===== src/rtl/input_handshake_unit.sv =====
// input_handshake_unit
//   One-shot, handshaken capture of the switch bank for the core's input path.
//   A request (is_input) waits for a fresh press of the debounced confirmation
//   button, captures sw once, then holds the word valid until the request drops.
//   A button already held when the request arrives must be released first (ARM).
//
// Optional feature macro: INPUT_TIMEOUT_EN
//   Defined   : WAIT_PRESS forces a capture after TIMEOUT_CYCLES waiting cycles
//               and flags it on timed_out.
//   Undefined : the unit waits indefinitely; timed_out is tied to 0.
//
// Ports
//   slow_clock    in   processor clock, all state on rising edge
//   reset         in   synchronous active-high reset, highest priority
//   is_input      in   input request level, held until input_ready observed
//   confirmation  in   debounced button level
//   sw            in   [IO_WIDTH:0] switches; MSB=1 sign-extends, 0 zero-extends
//   IData         out  captured word
//   input_ready   out  captured word valid for current request
//   waiting       out  waiting for a user press (ARM or WAIT_PRESS)
//   wait_cycles   out  saturating cycles spent waiting in this request
//   capture_count out  wrapping count of captures since reset
//   timed_out     out  last capture was forced by timeout
module input_handshake_unit #(
   parameter int DATA_WIDTH          = 32,
   parameter int IO_WIDTH            = 16,
   parameter int WAIT_COUNT_WIDTH    = 16,
   parameter int CAPTURE_COUNT_WIDTH = 8,
   parameter int TIMEOUT_CYCLES      = 50000
) (
   input  logic                           slow_clock,
   input  logic                           reset,
   input  logic                           is_input,
   input  logic                           confirmation,
   input  logic [IO_WIDTH:0]              sw,
   output logic [DATA_WIDTH-1:0]          IData,
   output logic                           input_ready,
   output logic                           waiting,
   output logic [WAIT_COUNT_WIDTH-1:0]    wait_cycles,
   output logic [CAPTURE_COUNT_WIDTH-1:0] capture_count,
   output logic                           timed_out
);

`ifdef INPUT_TIMEOUT_EN
   localparam bit TMO_EN = 1'b1;
`else
   localparam bit TMO_EN = 1'b0;
`endif
   localparam logic [WAIT_COUNT_WIDTH-1:0] TMO_LAST = WAIT_COUNT_WIDTH'(TIMEOUT_CYCLES - 1);

   typedef enum logic [1:0] {IDLE, ARM, WAIT_PRESS, DONE} state_t;

   state_t state, state_d;
   logic   capture, tmo;

   logic [DATA_WIDTH-1:0]          data_d;
   logic [WAIT_COUNT_WIDTH-1:0]    wc_d;
   logic [CAPTURE_COUNT_WIDTH-1:0] cc_d;
   logic                           ready_d, waiting_d;
   logic                           sext;

   // sign bit replicated only when extension mode is selected
   assign sext = sw[IO_WIDTH] & sw[IO_WIDTH-1];

   // next-state
   always_comb begin
      state_d = state;
      capture = 1'b0;
      tmo     = 1'b0;
      unique case (state)
         IDLE: if (is_input) state_d = confirmation ? ARM : WAIT_PRESS;
         ARM: begin
            if (!is_input)         state_d = IDLE;
            else if (!confirmation) state_d = WAIT_PRESS;
         end
         WAIT_PRESS: begin
            // a real press on the timeout edge wins, so timed_out stays 0
            tmo = TMO_EN && !confirmation && (wait_cycles == TMO_LAST);
            if (!is_input) state_d = IDLE;  // dropped request beats a press
            else if (confirmation || tmo) begin
               capture = 1'b1;
               state_d = DONE;
            end
         end
         DONE: if (!is_input) state_d = IDLE;
         default: state_d = IDLE;
      endcase
   end

   // next values of the registered outputs
   always_comb begin
      data_d    = IData;
      cc_d      = capture_count;
      wc_d      = wait_cycles;
      ready_d   = (state_d == DONE);
      waiting_d = (state_d == ARM) || (state_d == WAIT_PRESS);
      if (state == IDLE && state_d != IDLE)
         wc_d = '0;
      else if ((state == ARM || state == WAIT_PRESS) && wait_cycles != '1)
         wc_d = wait_cycles + 1'b1;
      if (capture) begin
         data_d = {{(DATA_WIDTH-IO_WIDTH){sext}}, sw[IO_WIDTH-1:0]};
         cc_d   = capture_count + 1'b1;
      end
   end

   // state and output registers
   always_ff @(posedge slow_clock) begin
      if (reset) begin
         state         <= IDLE;
         IData         <= '0;
         input_ready   <= 1'b0;
         waiting       <= 1'b0;
         wait_cycles   <= '0;
         capture_count <= '0;
      end else begin
         state         <= state_d;
         IData         <= data_d;
         input_ready   <= ready_d;
         waiting       <= waiting_d;
         wait_cycles   <= wc_d;
         capture_count <= cc_d;
      end
   end

`ifdef INPUT_TIMEOUT_EN
   always_ff @(posedge slow_clock) begin
      if (reset)                               timed_out <= 1'b0;
      else if (capture)                        timed_out <= tmo;
      else if (state == IDLE && state_d != IDLE) timed_out <= 1'b0;
   end
`else
   assign timed_out = 1'b0;
`endif

endmodule


===== config.mk =====
export PLATFORM = sky130hd
export DESIGN_NAME = input_handshake_unit
export DESIGN_NICKNAME = d
export VERILOG_FILES = /design/src/rtl/input_handshake_unit.sv
export SDC_FILE = /design/constraint.sdc
export NUM_CORES = 1
export LEC_CHECK = 0
export BUFFER_PORTS_ARGS = -buffer_cell sky130_fd_sc_hd__buf_2
export CORE_MARGIN = 10
export CORE_UTILIZATION = 49
export CTS_BUF_LIST = sky130_fd_sc_hd__clkbuf_16
export DETAILED_ROUTE_END_ITERATION = 10
export PLACE_DENSITY = 0.79
export REMOVE_ABC_BUFFERS = 1
export SYNTH_ARGS = -nofsm -noshare
export SYNTH_HDL_FRONTEND = slang
export SYNTH_SLANG_ARGS = --single-unit

===== constraint.sdc =====
create_clock -name slow_clock -period 2.6 [get_ports slow_clock]
set_input_delay 0.78 -clock slow_clock [delete_from_list [all_inputs] [get_ports slow_clock]]
set_output_delay 0.78 -clock slow_clock [all_outputs]
set_load 0.02 [all_outputs]

==> results.md <==
- Status: finished clean
- P_leak: between 1 and 1.5 nW
- Antenna-violating nets left: 0
- Crit path capture type: register
- Overall routing resource usage: about 15%
- Layout cell share with drive strength beyond 1: a little under 30%
- Max frequency: roughly 0.43 GHz
- Post-synth EDFFs: 0
- Hold Path Class: register to register
- #FFs+latches synth: 45
- Fin crit share: between 90% and 100%
- Endpoints failing setup: 0
- Die width: 86.3 um
- Clock Skew: between 4 and 5 ps
- Clk sink count: 45
- Via count: 2,018
- Cell taking the most area after synthesis: dfxtp_1
- Die area: ~7500 um2
- Dpl hpwl: about 4200 um
- Power per cell area: between 500 and 600 nW/um2
- Starting Density: roughly half
- Area occupied by registers: 901 um2
- Max Fanout on Critical Path: 8
- Area delta synth->final: 22.8%
- Cell-internal power: about 1.1 mW
- Actual slew at the worst max-slew pin: 681 ps
- IO Pins: 80
- Seq pwr share: around 49%
- CTS root buf: clkbuf_16
- Combinational Power Share: 8.9%
- Antenna violations before repair: 0
- RSZ-0062 raised after global routing: false
- Max VDD drop: approximately 0.26 mV
- Max Slew Vio Count: 0
- DRT Pass-1 Iters: 4
- Slew headroom: a little over half
- Switching power: 354 uW
- CP arrival: around 2500 ps
- Final Hold Viols: 0
- DRT Wirelength: approximately 5500 um
- Multi-input logic area: between 1000 and 1500 um2
- TritonCTS Buffers: 5
- Top cells by count, synth: 45 x dfxtp_1, 44 x nand2_1, 32 x a21oi_1, 16 x buf_4
- CP startpoint kind: register
- IO buf count: between 70 and 80
- Min Clock Period, post-route: between 2000 and 2500 ps
- Seq/Total Area, Yosys: roughly two fifths
- Switch share: 24.2%
- Synth Warn #: 0
- Skew-Pair Late Insertion Delay: approximately 280 ps
- Fraction of registers with async set/reset: 0%
- Largest net degree at the start of global routing: 30
- Mapped Area: ~2200 um2
- Max-Cap Viols: 0
- First-pass GRT wire length: 9120 um
- Core Box Area: between 4000 and 5000 um2
- Via density per instance: about 5.4
- # H-tree levels: 2
- Main flop type after synthesis: dfxtp_1
- Synth top area share: 41.8%
- First DRT Iteration DRCs: between 100 and 150
- Wire per inst: about 15 um
- DRC violations left: 0
- Site Rows: 24
- Most frequent cell after synthesis: dfxtp_1
- Clock Path Buffers: 2
- Clock power frac: around 43%
- Grt ovf: 0
- # nets final: between 300 and 400
- Distinct cell type count after synthesis: 39
- Finished Layout Cells: about 380
- Placed Instances: ~370
- Post-CTS setup buffer count: 0
- Diode count: 0
- Critical path type: register to register
- Vias in the first global route: 1,957
- # fillers: just under 400
- Main area contributors after synthesis: dfxtp_1 42%, nand2_1 7.7%, a21oi_1 7.4%, buf_4 5.6%, ha_1 4.6%
- Reg clk slew, reported paths: 60 ps
- Avg Cell Area, Syn: about 8.4 um2
- Gpl congestion: about 0.77
- CTS tree: done
- Post-Syn Instances: 257
- CP Data Required Time: around 2800 ps
- Finished Core Util: about three fifths
- Die Y-Extent: approximately 86 um
==> state kept, by name (all words and copies together) (netlist names) <==
register / cells
IData: 17
capture_count: 8
input_ready: 1
state: 2
wait_cycles: 16
waiting: 1
==> worst max-delay path: stages, from the launching register on <==
cell	delay, ps
dfxtp_1	420
inv_1	110
ha_1	280
nor2_1	160
a221oi_1	100
a311oi_1	360
ha_1	220
inv_1	60
a21o_1	200
o41ai_1	320
==> metrics by stage <==
stage	hold slack, ps	instance area (um2)	power [mW]	setup WS [ps]	TNS [ps]
after floorplan	528	2000	0.792	-522	-8440
after global placement	439	2500	0.850	178	0
after detailed placement	444	2500	0.854	64.1	0
after CTS	453	2640	1.48	247	0
after global routing	470	2650	1.53	19.4	0
final	449	2650	1.46	257	0
==> final cells by class <==
type                            instances  area share (%)
Multi-Input combinational cell        180            40.7
Sequential cell                        45            34.0
Timing Repair Buffer                   83            16.2
Clock buffer                            5            4.73
Tap cell                               52            2.46
Inverter                                8            1.13
Clock inverter                          3           0.803
==> placed cells by master (no fill, tap or decap), types with 2 or more instances in the layout <==
master	netlist	layout
nor2_1	12	12
a21oi_1	32	31
nand3_1	5	5
xnor2_1	3	3
xor2_1	4	4
nand2_1	44	44
or4_1	3	3
or3_1	7	7
inv_1	8	8
o21ai_0	9	9
and4_1	2	2
nand2b_1	4	4
a211oi_1	3	3
and3_1	5	5
buf_2	1	78
nor3_1	5	5
o211a_1	2	2
nor2b_1	2	2
nand4_1	12	12
buf_4	16	5
dfxtp_1	45	45
o31ai_1	3	3
clkbuf_16	0	5
ha_1	8	8
==> path summary, 6_finish.rpt <==
path	start	to	slack [ps]	cells past startpoint
worst max-delay path	state[1]$_SDFF_PP0_	wait_cycles[11]$_SDFFE_PP0P_	260	9
worst min-delay path	IData[15]$_SDFFE_PP0P_	IData[15]$_SDFFE_PP0P_	450	2
worst max register to register	state[1]$_SDFF_PP0_	wait_cycles[11]$_SDFFE_PP0P_	260	9
worst min register to register	IData[15]$_SDFFE_PP0P_	IData[15]$_SDFFE_PP0P_	450	2
==> per-layer routing <==
metal	global-route usage (%)	wire, um	vias up
met5	0	0	-
li1	-	-	1022
met3	7.60	645	7
met1	16.3	2360	903
met4	4.57	72	0
met2	23.2	2450	86
==> power groups by stage <==
stage	registers [mW]	clock network (mW)	logic, mW
after floorplan	0.737	0	0.0542
after global placement	0.724	0	0.126
after detailed placement	0.725	0	0.129
after CTS	0.709	0.638	0.129
after global routing	0.710	0.670	0.146
final	0.709	0.625	0.130
==> what timing repair did <==
action,CTS,global route
setup endpoints to repair,0,1
hold buffers,0,0
resized for setup,0,1
==> kinds of logic after synthesis <==
family	synth area share, %
other cells	0.174
fa+ha+maj	4.64
buf+inv	8.42
flops	41.8
simple gates	25.8
compound gates	15.9
mux	0.464
xor+xnor	2.84
No activity file was read; power rests on OpenSTA's default activity.
